File: src/rtl/multiword_add_sequencer.sv
// Multi-word add/subtract controller. Streams WORDS 32-bit slices of two
// latched operands through one external 32-bit adder, LS word first, chaining
// the carry between slices through an internal register.
module multiword_add_sequencer #(
    parameter int WORDS = 4,            // 32-bit words per operand, 2..16
    parameter int IDXW  = 4             // word-index width, 2**IDXW >= WORDS
) (
    input  logic                  Clk,
    input  logic                  Rst_n,
    input  logic                  Start,
    input  logic                  Sub,
    input  logic                  Cin_ext,
    input  logic [32*WORDS-1:0]   Op_A,
    input  logic [32*WORDS-1:0]   Op_B,
    output logic [31:0]           Add_A,
    output logic [31:0]           Add_B,
    output logic                  Add_Cin,
    input  logic [31:0]           Add_Sum,
    input  logic                  Add_Cout,
    output logic                  Busy,
    output logic                  Done,
    output logic [32*WORDS-1:0]   Result,
    output logic                  Cout,
    output logic                  Overflow
);

    typedef enum logic [1:0] {
        S_IDLE = 2'd0,
        S_RUN  = 2'd1,
        S_DONE = 2'd2
    } state_t;

    state_t                   state_q, state_d;
    logic [WORDS-1:0][31:0]   a_q, a_d;
    logic [WORDS-1:0][31:0]   b_q, b_d;      // already inverted for subtract
    logic [WORDS-1:0][31:0]   res_q, res_d;
    logic [IDXW-1:0]          idx_q, idx_d;
    logic                     carry_q, carry_d;
    logic                     cout_q, cout_d;
    logic                     ovf_q, ovf_d;

    logic [31:0]              a_word, b_word;
    logic                     last_word;
    logic                     run;

    assign run       = (state_q == S_RUN);
    assign last_word = (idx_q == IDXW'(WORDS - 1));

    // Select the operand slice addressed by the word index (compare-mux keeps
    // the index width independent of WORDS).
    always_comb begin
        a_word = '0;
        b_word = '0;
        for (int w = 0; w < WORDS; w++) begin
            if (idx_q == IDXW'(w)) begin
                a_word = a_q[w];
                b_word = b_q[w];
            end
        end
    end

    // Next-state and datapath update for the IDLE/RUN/DONE sequence.
    always_comb begin
        state_d = state_q;
        a_d     = a_q;
        b_d     = b_q;
        res_d   = res_q;
        idx_d   = idx_q;
        carry_d = carry_q;
        cout_d  = cout_q;
        ovf_d   = ovf_q;
        unique case (state_q)
            S_IDLE: begin
                if (Start) begin
                    a_d     = Op_A;
                    b_d     = Sub ? ~Op_B : Op_B;
                    idx_d   = '0;
                    carry_d = Sub ? 1'b1 : Cin_ext;
                    state_d = S_RUN;
                end
            end
            S_RUN: begin
                for (int w = 0; w < WORDS; w++) begin
                    if (idx_q == IDXW'(w)) res_d[w] = Add_Sum;
                end
                carry_d = Add_Cout;
                if (last_word) begin
                    // Overflow judged on the effective (possibly inverted) B,
                    // so one rule covers both add and subtract.
                    cout_d  = Add_Cout;
                    ovf_d   = (a_q[WORDS-1][31] == b_q[WORDS-1][31]) &&
                              (Add_Sum[31] != a_q[WORDS-1][31]);
                    state_d = S_DONE;
                end else begin
                    idx_d = idx_q + IDXW'(1);
                end
            end
            S_DONE: begin
                state_d = S_IDLE;
            end
            default: begin
                state_d = S_IDLE;
            end
        endcase
    end

    // State and datapath registers; reset abandons any operation in flight.
    always_ff @(posedge Clk or negedge Rst_n) begin
        if (!Rst_n) begin
            state_q <= S_IDLE;
            a_q     <= '0;
            b_q     <= '0;
            res_q   <= '0;
            idx_q   <= '0;
            carry_q <= 1'b0;
            cout_q  <= 1'b0;
            ovf_q   <= 1'b0;
        end else begin
            state_q <= state_d;
            a_q     <= a_d;
            b_q     <= b_d;
            res_q   <= res_d;
            idx_q   <= idx_d;
            carry_q <= carry_d;
            cout_q  <= cout_d;
            ovf_q   <= ovf_d;
        end
    end

    // Adder is only driven while a word is being processed.
    assign Add_A    = run ? a_word : 32'h0;
    assign Add_B    = run ? b_word : 32'h0;
    assign Add_Cin  = run & carry_q;

    assign Busy     = (state_q != S_IDLE);
    assign Done     = (state_q == S_DONE);
    assign Result   = res_q;
    assign Cout     = cout_q;
    assign Overflow = ovf_q;

endmodule

File: config.mk
export PLATFORM = sky130hd
export DESIGN_NAME = multiword_add_sequencer
export DESIGN_NICKNAME = d
export VERILOG_FILES = /design/src/rtl/multiword_add_sequencer.sv
export SDC_FILE = /design/constraint.sdc
export NUM_CORES = 1
export LEC_CHECK = 0
export CORE_MARGIN = 8
export CORE_UTILIZATION = 40
export DETAILED_ROUTE_END_ITERATION = 10
export GPL_TIMING_DRIVEN = 0
export PLACE_DENSITY = 0.68
export SLEW_MARGIN = 40
export SYNTH_ARGS = -nofsm -noshare
export SYNTH_HDL_FRONTEND = slang
export SYNTH_SLANG_ARGS = --single-unit
File: constraint.sdc
create_clock -name Clk -period 2.56 [get_ports Clk]
set_input_delay 0.512 -clock Clk [delete_from_list [all_inputs] [get_ports Clk]]
set_output_delay 0.512 -clock Clk [all_outputs]
set_load 0.01 [all_outputs]
### Word level (Yosys, flattened, before mapping)

Index checks and enable logic that the tools add are counted.

| storage, ports and cells | value |
|---|---|
| register bits after elaboration | 393 |
| logic and storage cells | 63 |
| output and inout bits | 197 |
| bits of input ports | 294 |

| operators by class | value |
|---|---|
| reduce and logical (&&, ||, !) cells | 13 |
| equality and inequality tests | 10 |
| add/subtract/negate cells | 1 |
| muxes and demuxes | 20 |
| bitwise operators | 2 |

Operators with widths:

| operator | number |
|---|---|
| two-way mux 32 bit | 10 |
| two-way mux 128 bit | 1 |
| inverter 128 bit | 1 |
| AND reduction 2 bit | 7 |
| == test 4 x 2 -> 1 bit, second input constant | 2 |
| two-way mux 4 bit | 2 |
| case mux 4 bit (2 select lines) | 1 |
| inequality test 2 bit, second input constant | 3 |
| adder 4 x 1 -> 4 bit, second input constant | 1 |
| == test 4 x 1 -> 1 bit, second input constant | 1 |
| logical NOT 4 bit | 1 |
| two-way mux 2 bit | 2 |
| case mux 2 bit (2 select lines) | 1 |
| nonzero test 2 bit | 2 |
| AND reduction 3 bit | 1 |
| == test 2 x 1 -> 1 bit, second input constant | 1 |
| == test 2 bit, second input constant | 1 |
| logical NOT 2 bit | 1 |
| two-way mux 1 bit | 2 |
| case mux 1 bit (2 select lines) | 1 |
| bitwise AND 1 bit | 1 |
| == test 1 bit | 1 |
| logical AND 1 bit | 1 |
| inequality test 1 bit | 1 |

### Longest topological paths before layout

Gate-level depths: netlist (run 1).

| depth | value |
|---|---|
| depth in word-level cells | 6 |
| mapped depth | 7 |
| mapped depth without buffers | 5 |

### Worst setup path after synthesis (run 1)

Ideal clock, no wire load.

| path | value |
|---|---|
| path type | flip-flop to output port |
| start point | register idx_q[1] |
| end point | output Add_A[10] |
| path buffers | 2 |
| data required time | 2.048 ns |
| cell stages (with the launch flop) | 8 |
| path slack | 0.409 ns |
| data arrival time | 1.639 ns |
| cell sequence | dfrtp_1 inv_1 ha_1 clkbuf_1 clkbuf_1 a21oi_1 o2bb2ai_1 a32o_1 |

| between the ends | value |
|---|---|
| word-level cells in the longest chain between the ends | 6 |
| elaborated cells between the ends (all ways) | 9 |
| classes of those cells | 3 x eq/ne; 5 x mux; 1 x reduce/logical |

RTL lines:

| element | RTL line | text |
|---|---|---|
| from (decl) | 37 | `logic [IDXW-1:0] idx_q, idx_d;` |
| from (signal assigned) | 123 | `idx_q <= idx_d;` |
| logical NOT 4 bit | 55 | `if (idx_q == IDXW'(w)) begin` |
| two-way mux 32 bit (3 in a row) | 55 |  |
| two-way mux 32 bit * | 55 |  |
| two-way mux 32 bit * | 131 | `assign Add_A = run ? a_word : 32'h0;` |
| to (decl) | 15 | `output logic [31:0] Add_A,` |

Mark *: on every way between the ends. The rest lies on a longest branch, timed or not.

### Worst setup path in the final report (run 1)

| path | value |
|---|---|
| start point | register idx_q[0] |
| end point | output Add_B[1] |

| between the ends | value |
|---|---|
| word-level cells in the longest chain between the ends | 6 |
| elaborated cells between the ends (all ways) | 9 |
| classes of those cells | 3 x eq/ne; 5 x mux; 1 x reduce/logical |

RTL lines:

| element | RTL line | text |
|---|---|---|
| logical NOT 4 bit | 55 |  |
| two-way mux 32 bit (3 in a row) | 55 |  |
| two-way mux 32 bit * | 55 |  |
| two-way mux 32 bit * | 132 | `assign Add_B = run ? b_word : 32'h0;` |
| to (decl) | 16 | `output logic [31:0] Add_B,` |

Marks and branches as above.

==> impl_metrics.toml, run 1 <==
[run_status]
status = "complete, but fails checks"
violations = "negative setup slack"

[yosys]
synth_largest_area_cell = "dfrtp_1"
syn_area_per_cell_um2 = 10.4
synth_top_cell_area_share_pct = 54.7
syn_nets = 2022
yosys_warnings = 0
ys.flop_type = "dfrtp_1"
synthArstFlopShare_pct = 100
ys_types = 34
ys_ff_latch = 393
synthCells = 1724
synth_edf_count = 0
synth.area.top_cells = "dfrtp_1 (55%), nand2_1 (11%), mux2_2 (8.1%), xnor2_1 (6.2%), a32o_1 (3.6%)"
syn_area_mm2 = 0.0180
seq_area_frac_synth_pct = 54.7

[global_routing]
grtUsageMet3_pct = 6.55
grt_usage_pct = 24.2
top_usage_layer = "met2"
use_met1_pct = 29.7
grtUsageMet2_pct = 40.8
grt_pass1_vias = 16073
antenna_found_initial = 16
grt_pass1_wl_um = 98800
overflow = 0
grt_max_degree = 76

[floorplanning]
start_util_pct = 40.6
row_count = 77
ios = 491
die_w_um = 228
die_area_mm2 = 0.0520
die-height_um = 228
coreArea_mm2 = 0.0443

[timing]
finalClockSkew_ps = 28.7
setup_slack_ps = -427
tns_ps = -23030
finalSetupViolCount = 64
timing.final.hold_violations = 0
slew_headroom_pct = 52.5
hold_ws_ps = 463
rsz0062_at_grt = "yes"
finalCritPeriodShare_pct = 117
fin_crit_ps = 2990
finalMaxSlewViolations = 0
fmax_mhz = 335
worst_pin_slew_ps = 712

[critical_path]
criticalPathCategory = "flop to output port"
arrival_ps = 2470
worstPathMaxFanout = 7
worstSetupStartpointType = "flop"
reg2reg_setup_slack_ps = 370
crit_required_ps = 2050
end_kind = "output port"

[power]
power_frac_clock_pct = 18.2
swShare_pct = 36.6
internal-power_mw = 22.2
p_leak_nw = 11.8
p_switching_mw = 12.8
ir_worst_vdd_mv = 0.611
power.density_mw_per_mm2 = 1320
combPwrFrac_pct = 50.2
sequentialPowerShare_pct = 31.6

[placement]
port_buffers = 489
placed_cell_area_mm2 = 0.0238
dp_hpwl_um = 48500
gp_congestion = 0.872
pre_cts_ws_ps = -673

[clock_network]
htree_levels = 2
cts_sinks = 393
cts_tree = "done"
clockBufferDepth = 3
cts_buffers = 44
path_clk_slew_ps = 70
clock_latency_ps = 580
clock-root-buffer = "clkbuf_16"

[detailed_routing]
dr.pass1.iters = 5
totalWireLength_um = 64700
drtIter0Drc = 1002
drc_errors = 0
vias_per_cell = 5.16
ant_nets = 0
wl_per_cell_um = 22.1
vias = 15111

[flow_run]
drv_cap = 0

[finish]
stdcell_area_mm2 = 0.0265
final_util_pct = 59.9
syn_to_final_growth_pct = 47.4
layout_common_cells = "nand2_1 (517), clkdlybuf4s50_1 (423), dfrtp_1 (390)"
drive_gt1_share_pct = 23.5
fin_nets = 2594
layout_commonest_cell = "nand2_1"

[hold_path]
hold_class = "primary input to flop"
[area by class of cell]
class | count | area, um^2
sequential | 393 | 9840
clock buffer | 63 | 1310
inverter | 2 | 10.0
fill | 3702 | 17800
clock inverter | 11 | 120
buffer | 125 | 1030
timing repair buffer | 534 | 5450
multi-input combinational | 1196 | 8000
antenna | 12 | 30.0
tap | 592 | 741
[cell usage after synthesis (all sizes together), types with 2 or more instances]
cell / n
or3: 2
clkbuf: 44
ha: 4
dfrtp: 393
nand2b: 67
nand3: 4
nand2: 517
a21oi: 65
a32o: 64
nor2: 4
xnor2: 128
inv: 2
buf: 89
mux2: 130
o2bb2ai: 64
or2: 2
nor3b: 3
o21ai: 132
[per-stage QoR]
step / cells / total power, mW
after floorplan: 1724 / 18.8
after global routing: 2924 / 36.9
after global placement: 2805 / 26.0
after detailed placement: 2810 / 26.4
after CTS: 2918 / 34.4
final: 2928 / 34.9
[power by group through the flow]
stage               clock, mW  combinational, mW  sequential (mW)
floorplan                   0               7.74             11.0
CTS                      6.44               17.1             11.0
global placement            0               15.2             10.9
finish                   6.35               17.5             11.0
detailed placement          0               15.5             11.0
global route             6.68               18.8             11.4
[critical path, stage by stage, from the launching register on]
cell	delay, ps
dfrtp_2	470
inv_4	110
ha_4	150
nor3b_4	300
buf_12	210
clkbuf_16	190
nand2b_4	60
a32o_2	290
buf_6	130
[repair_timing]
item                                    in CTS  in global routing
hold endpoints to repair                    50                  0
pin swaps                                   39                 44
resized for setup                          494                 93
endpoints found under the setup margin      65                 64
gates cloned                                 7                  1
hold buffers                                 1                  0
setup buffers                               29                  7
[sequential cells by signal, indices dropped and copies added (netlist names)]
signal,flops
a_q,128
state_q,2
Result,128
Cout,1
carry_q,1
Overflow,1
b_q,128
idx_q,4
[metal layers]
metal / wire (um) / share of wire [%]
met4: 2050 / 3.2
met5: 65 / 0.10
met1: 26500 / 41
met2: 31700 / 49
met3: 4430 / 6.8
[final timing paths]
path / startpoint / to / cells after the start
min in group asynchronous: Rst_n / a_q[104]$_DFFE_PN0P_ / 2
setup reg to reg: idx_q[0]$_DFFE_PN0P_ / Result[90]$_DFFE_PN0P_ / 8
max in group asynchronous: Rst_n / b_q[73]$_DFFE_PN0P_ / 3
hold reg to reg: a_q[72]$_DFFE_PN0P_ / a_q[72]$_DFFE_PN0P_ / 2
setup / recovery: idx_q[0]$_DFFE_PN0P_ / Add_B[1] / 8
hold / removal: Op_A[92] / a_q[92]$_DFFE_PN0P_ / 3
[cell families (layout without fill, tap and decap cells)]
logic type / Yosys count / after routing / synth area share [%]
other cells: 0 / 12 / 0
compound gates: 327 / 327 / 12.2
fa+ha+maj: 4 / 4 / 0.278
xor+xnor: 128 / 128 / 6.23
simple gates: 606 / 606 / 13.9
flops: 393 / 393 / 54.7
buf+inv: 135 / 735 / 4.50
mux: 131 / 131 / 8.19
(Power assumes the default switching activity.)
==> run 2, diff against run 1 <==
--- a/config.mk
+++ b/config.mk
@@ -5,11 +5,11 @@
 export SDC_FILE = /design/constraint.sdc
 export NUM_CORES = 1
 export LEC_CHECK = 0
+export CAP_MARGIN = 10
 export CORE_MARGIN = 8
-export CORE_UTILIZATION = 40
+export CORE_UTILIZATION = 30
 export DETAILED_ROUTE_END_ITERATION = 10
 export GPL_TIMING_DRIVEN = 0
-export PLACE_DENSITY = 0.68
 export SLEW_MARGIN = 40
 export SYNTH_ARGS = -nofsm -noshare
 export SYNTH_HDL_FRONTEND = slang
==> run 2 against run 1 <==
Against the previous run:
- the flow still finishes with violations (negative setup slack)
- first-iteration DRC count fell by 10%
- sequential power barely moved
- sequential share of layout area fell by 0.14 points
- sequential cell count did not move
- critical path depth rose by 2
- clock-buffer cell count rose by 2
- maximum frequency fell by 3.8%
- critical path type unchanged
- largest power group unchanged
==> impl_metrics.toml, run 2 (synthesized netlist as in run 1, its figures left out) <==
[timing]
finalClockSkew_ps = 9.79
finalCritPeriodShare_pct = 121
hold_ws_ps = 463
rsz0062_at_grt = "yes"
fmax_mhz = 322
finalMaxSlewViolations = 0
finalSetupViolCount = 64
slew_headroom_pct = 50.1
worst_pin_slew_ps = 748
timing.final.hold_violations = 0
setup_slack_ps = -545
fin_crit_ps = 3110

[clock_network]
clockBufferDepth = 3
cts_buffers = 45
clock_latency_ps = 570
htree_levels = 2
cts_tree = "done"
cts_sinks = 393
path_clk_slew_ps = 60
clock-root-buffer = "clkbuf_16"

[critical_path]
arrival_ps = 2590
end_kind = "output port"
critical-path-top-delay-family = "buffers and inverters"
cp_slowest_cell = "dfrtp_2"
path_buf_inv = 6
criticalPathCategory = "flop to output port"
cp_cell_sequence = "inv_4 -> ha_4 -> nor3b_4 -> buf_6 -> buf_12 -> clkbuf_16 -> buf_12 -> nand2b_4 -> a32o_2 -> buf_6"
worstPathMaxFanout = 6
worstSetupStartpointType = "flop"
cpPeakStageDelay_ps = 460
crit_required_ps = 2050

[detailed_routing]
dr.pass1.iters = 5
wl_per_cell_um = 21.7
vias = 14962
drtIter0Drc = 902
ant_nets = 0
vias_per_cell = 4.81
totalWireLength_um = 67500
drc_errors = 0

[finish]
fin_nets = 2593
layout_common_cells = "nand2_1 (517), clkdlybuf4s50_1 (423), dfrtp_1 (390)"
stdcell_area_mm2 = 0.0266
syn_to_final_growth_pct = 48.0
finalNonFillerCells = 3112
num-fill-cells = 5512
layout_commonest_cell = "nand2_1"
drive_gt1_share_pct = 22.3
final_util_pct = 45.0

[placement]
place_inst = 2991
placed_cell_area_mm2 = 0.0240
pre_cts_ws_ps = -760
gp_congestion = 0.833
dp_hpwl_um = 51000
port_buffers = 489

[floorplanning]
die_area_mm2 = 0.0681
die-height_um = 261
ios = 491
row_count = 89
coreArea_mm2 = 0.0591
die_w_um = 261
start_util_pct = 30.4

[global_routing]
grt_max_degree = 77
antenna_found_initial = 11
overflow = 0
grt_usage_pct = 19.2
grt_pass1_vias = 16232
grt_pass1_wl_um = 100000

[flow_run]
drv_cap = 0

[hold_path]
hold_class = "primary input to flop"

[run_status]
violations = "negative setup slack"
status = "complete, but fails checks"

[power]
p_leak_nw = 11.8
power.density_mw_per_mm2 = 1310
ir_worst_vdd_mv = 0.531
## run 2: worst paths after layout
kind / slack [ps] / start / end / cells past startpoint
worst max-delay path: -550 / idx_q[0]$_DFFE_PN0P_ / Add_B[1] / 10
worst min-delay path: 460 / Op_A[112] / a_q[112]$_DFFE_PN0P_ / 3
worst max register to register: 450 / idx_q[1]$_DFFE_PN0P_ / Result[85]$_DFFE_PN0P_ / 8
worst min register to register: 470 / a_q[84]$_DFFE_PN0P_ / a_q[84]$_DFFE_PN0P_ / 2
max in group asynchronous: 590 / Rst_n / b_q[61]$_DFFE_PN0P_ / 5
min in group asynchronous: 470 / Rst_n / a_q[102]$_DFFE_PN0P_ / 2
## run 2: final cells by class
| type | count | area, um^2 | share of cell area, % |
|---|---|---|---|
| Clock inverter | 19 | 194 | 0.728 |
| Timing Repair Buffer | 527 | 5380 | 20.2 |
| Inverter | 2 | 10.0 | 0.0376 |
| Clock buffer | 65 | 1350 | 5.08 |
| Buffer | 130 | 1060 | 4.00 |
| Sequential cell | 393 | 9840 | 37.0 |
| Antenna cell | 7 | 17.5 | 0.0658 |
| Tap cell | 773 | 967 | 3.63 |
| Multi-Input combinational cell | 1196 | 7800 | 29.3 |
## run 2: worst reg2reg max path, cell delays in order (launching register included)
cell and delay (ps):
dfrtp_1 420, buf_4 170, ha_4 160, nor3b_4 160, buf_6 140, buf_4 150, nand2_1 220, buf_6 220
mux2_2 360
## run 2: timing repair
item,in CTS,in global routing
pin swaps,28,27
gates cloned,4,1
hold endpoints to repair,53,0
hold buffers,1,0
gates resized for setup,460,67
setup endpoints to repair,65,64
setup buffers,24,7
## run 2: per-stage QoR
| stage | TNS (ps) | power [mW] |
|---|---|---|
| after global placement | -6450400 | 26.2 |
| after global routing | -33130 | 37.1 |
| after CTS | -27710 | 34.8 |
| final | -27990 | 35.0 |
| after detailed placement | -40340 | 26.6 |
| after floorplan | 0 | 18.8 |
## run 2: per-layer routing
layer  track usage, %  vias to the layer above  routed length (um)
met3             5.15                      126                4880
met1             23.7                     7346               28000
met2             32.4                      521               32600
li1                 -                     6961                   -
met4             6.25                        8                1970
met5                0                        -                  55
## run 2: report_power, final
| group | switching (mW) | internal, mW | total, mW |
|---|---|---|---|
| logic | 8.28 | 8.98 | 17.3 |
| clock network | 2.71 | 4.00 | 6.71 |
| registers | 1.74 | 9.26 | 11.0 |
| total | 12.7 | 22.2 | 35.0 |
==> run 3, diff against run 2 <==
==> constraint.sdc (replaced) <==
create_clock -name Clk -period 2.56 [get_ports Clk]
set_input_delay 0.512 -clock Clk [delete_from_list [all_inputs] [get_ports Clk]]
set_output_delay 0.512 -clock Clk [all_outputs]
set_load 0.005 [all_outputs]
==> run 3 against run 2 <==
Against the previous run:
- sequential power hardly changed
- utilization is 1.7 points higher
- combinational power is 6% higher
- sequential cell count stayed put
- wire length is 2.2% higher
- highest routed layer unchanged
- the run still ends with negative setup slack left
- clock skew is 2.0 ps higher
==> impl_metrics.toml, run 3 (synthesized netlist as in run 1, its figures left out) <==
[power]
ir_worst_vdd_mv = 0.539
power.density_mw_per_mm2 = 1310
internal-power_mw = 23.4
p_leak_nw = 12.2
swShare_pct = 35.2
sequentialPowerShare_pct = 30.8
combPwrFrac_pct = 50.6
power_frac_clock_pct = 18.6
p_switching_mw = 12.7
power_mw = 36.1

[timing]
timing.final.hold_violations = 0
slew_headroom_pct = 49.5
worst_pin_slew_ps = 757
setup_slack_ps = -594
finalClockSkew_ps = 11.8
finalCritPeriodShare_pct = 123
finalSetupViolCount = 64
fmax_mhz = 317
hold_ws_ps = 467
rsz0062_at_grt = "yes"
finalMaxSlewViolations = 0
fin_crit_ps = 3150

[placement]
port_buffers = 489
gp_congestion = 0.833
dp_hpwl_um = 51000
pre_cts_ws_ps = -726

[floorplanning]
die_w_um = 261
ios = 491
die_area_mm2 = 0.0681
coreArea_mm2 = 0.0591
row_count = 89
start_util_pct = 30.4
die-height_um = 261

[finish]
layout_commonest_cell = "nand2_1"
layout_common_cells = "nand2_1 (517), clkdlybuf4s50_1 (423), dfrtp_1 (388)"
num-fill-cells = 5372
drive_gt1_share_pct = 26.1
fin_nets = 2630
final_util_pct = 46.7
syn_to_final_growth_pct = 53.6
multi_input_area_mm2 = 0.00835
seqCellArea_mm2 = 0.00984

[clock_network]
clock-root-buffer = "clkbuf_16"
clockBufferDepth = 3
cts_sinks = 393
htree_levels = 2
cts_tree = "done"
path_clk_slew_ps = 60
clock_latency_ps = 570
cts_buffers = 45

[flow_run]
drv_cap = 0

[critical_path]
arrival_ps = 2640
cp_slowest_cell = "dfrtp_2"
worstSetupStartpointType = "flop"
cp_cell_sequence = "inv_4 -> ha_4 -> nor4b_4 -> buf_4 -> buf_12 -> buf_12 -> buf_8 -> buf_6 -> buf_6 -> o2bb2ai_2 -> a32o_2 -> buf_2"
cpPeakStageDelay_ps = 430
crit_required_ps = 2050
end_kind = "output port"
worstPathMaxFanout = 4
criticalPathCategory = "flop to output port"

[detailed_routing]
dr.pass1.iters = 5
wl_per_cell_um = 21.9
drtIter0Drc = 938
vias_per_cell = 4.84
vias = 15247
ant_nets = 0
totalWireLength_um = 69000
drc_errors = 0

[global_routing]
grt_pass1_wl_um = 101000
grt_max_degree = 77
overflow = 0
grt_pass1_vias = 16286
antenna_found_initial = 10
grt_usage_pct = 19.2

[run_status]
status = "complete, but fails checks"
violations = "negative setup slack"

[hold_path]
hold_class = "primary input to async pin"
run 3: cell types whose count changed in the layout (fill, tap and decap cells not counted), moves of 9 or more:
| cell | before | now |
|---|---|---|
| a21oi_1 | 63 | 41 |
| a21oi_2 | 2 | 22 |
| buf_12 | 9 | 19 |
| buf_8 | 6 | 15 |
| o2bb2ai_1 | 36 | 10 |
| o2bb2ai_2 | 23 | 33 |
| o2bb2ai_4 | 5 | 21 |
run 3: power groups by stage:
stage | combinational, mW | sequential [mW] | clock, mW
after global routing | 19.7 | 11.5 | 7.10
after detailed placement | 14.8 | 11.0 | 0
after global placement | 14.6 | 10.9 | 0
after CTS | 16.3 | 11.0 | 6.87
final | 18.3 | 11.1 | 6.71
after floorplan | 7.41 | 10.6 | 0
run 3: through the flow:
stage               setup TNS, ps  cells  instance area, um^2
floorplan                       0   1724                18000
global placement         -6448210   2986                23900
detailed placement         -38200   2991                24000
CTS                        -32130   3104                26500
global route               -35730   3144                27600
finish                     -29990   3149                27600
run 3: critical path: cells and delay by family (launching register included):
family	cells	cell delay (ps)
AND/OR/NAND/NOR	1	130
flip-flops	1	430
buffers and inverters	8	940
adder cells (fa/ha/maj)	1	160
AO/OA/AOI/OAI	2	400
run 3: worst paths after layout:
check                                      from                endpoint  slack (ps)  depth (start not counted)
setup / recovery           idx_q[0]$_DFFE_PN0P_               Add_A[27]        -590                         12
setup reg to reg           idx_q[1]$_DFFE_PN0P_  Result[85]$_DFFE_PN0P_         110                         11
min in group Clk            a_q[84]$_DFFE_PN0P_     a_q[84]$_DFFE_PN0P_         470                          2
hold reg to reg             a_q[84]$_DFFE_PN0P_     a_q[84]$_DFFE_PN0P_         470                          2
max in group asynchronous                 Rst_n     b_q[71]$_DFFE_PN0P_         570                          5
hold / removal                            Rst_n    a_q[102]$_DFFE_PN0P_         470                          2
run 3: timing repair:
action / in CTS / in global routing
hold endpoints to repair: 53 / 0
gates resized for setup: 392 / 251
pin swaps: 30 / 61
buffers inserted: 25 / 43
setup endpoints to repair: 65 / 65
hold buffers: 1 / 0
gates cloned: 5 / 5
run 3: per-layer routing:
| layer | vias up | share of wire, % | track usage [%] |
|---|---|---|---|
| met3 | 133 | 7.1 | 5.00 |
| met5 | - | 0.080 | 0 |
| met2 | 507 | 49 | 32.4 |
| met1 | 7548 | 41 | 23.9 |
| li1 | 7051 | - | - |
| met4 | 8 | 2.8 | 6.28 |
run 3: area by class of cell:
type,count,area share (%)
Clock buffer,65,4.90
Antenna cell,7,0.0634
Sequential cell,393,35.6
Timing Repair Buffer,571,21.2
Clock inverter,19,0.702
Tap cell,773,3.50
Buffer,123,3.76
Multi-Input combinational cell,1196,30.2
Inverter,2,0.0453
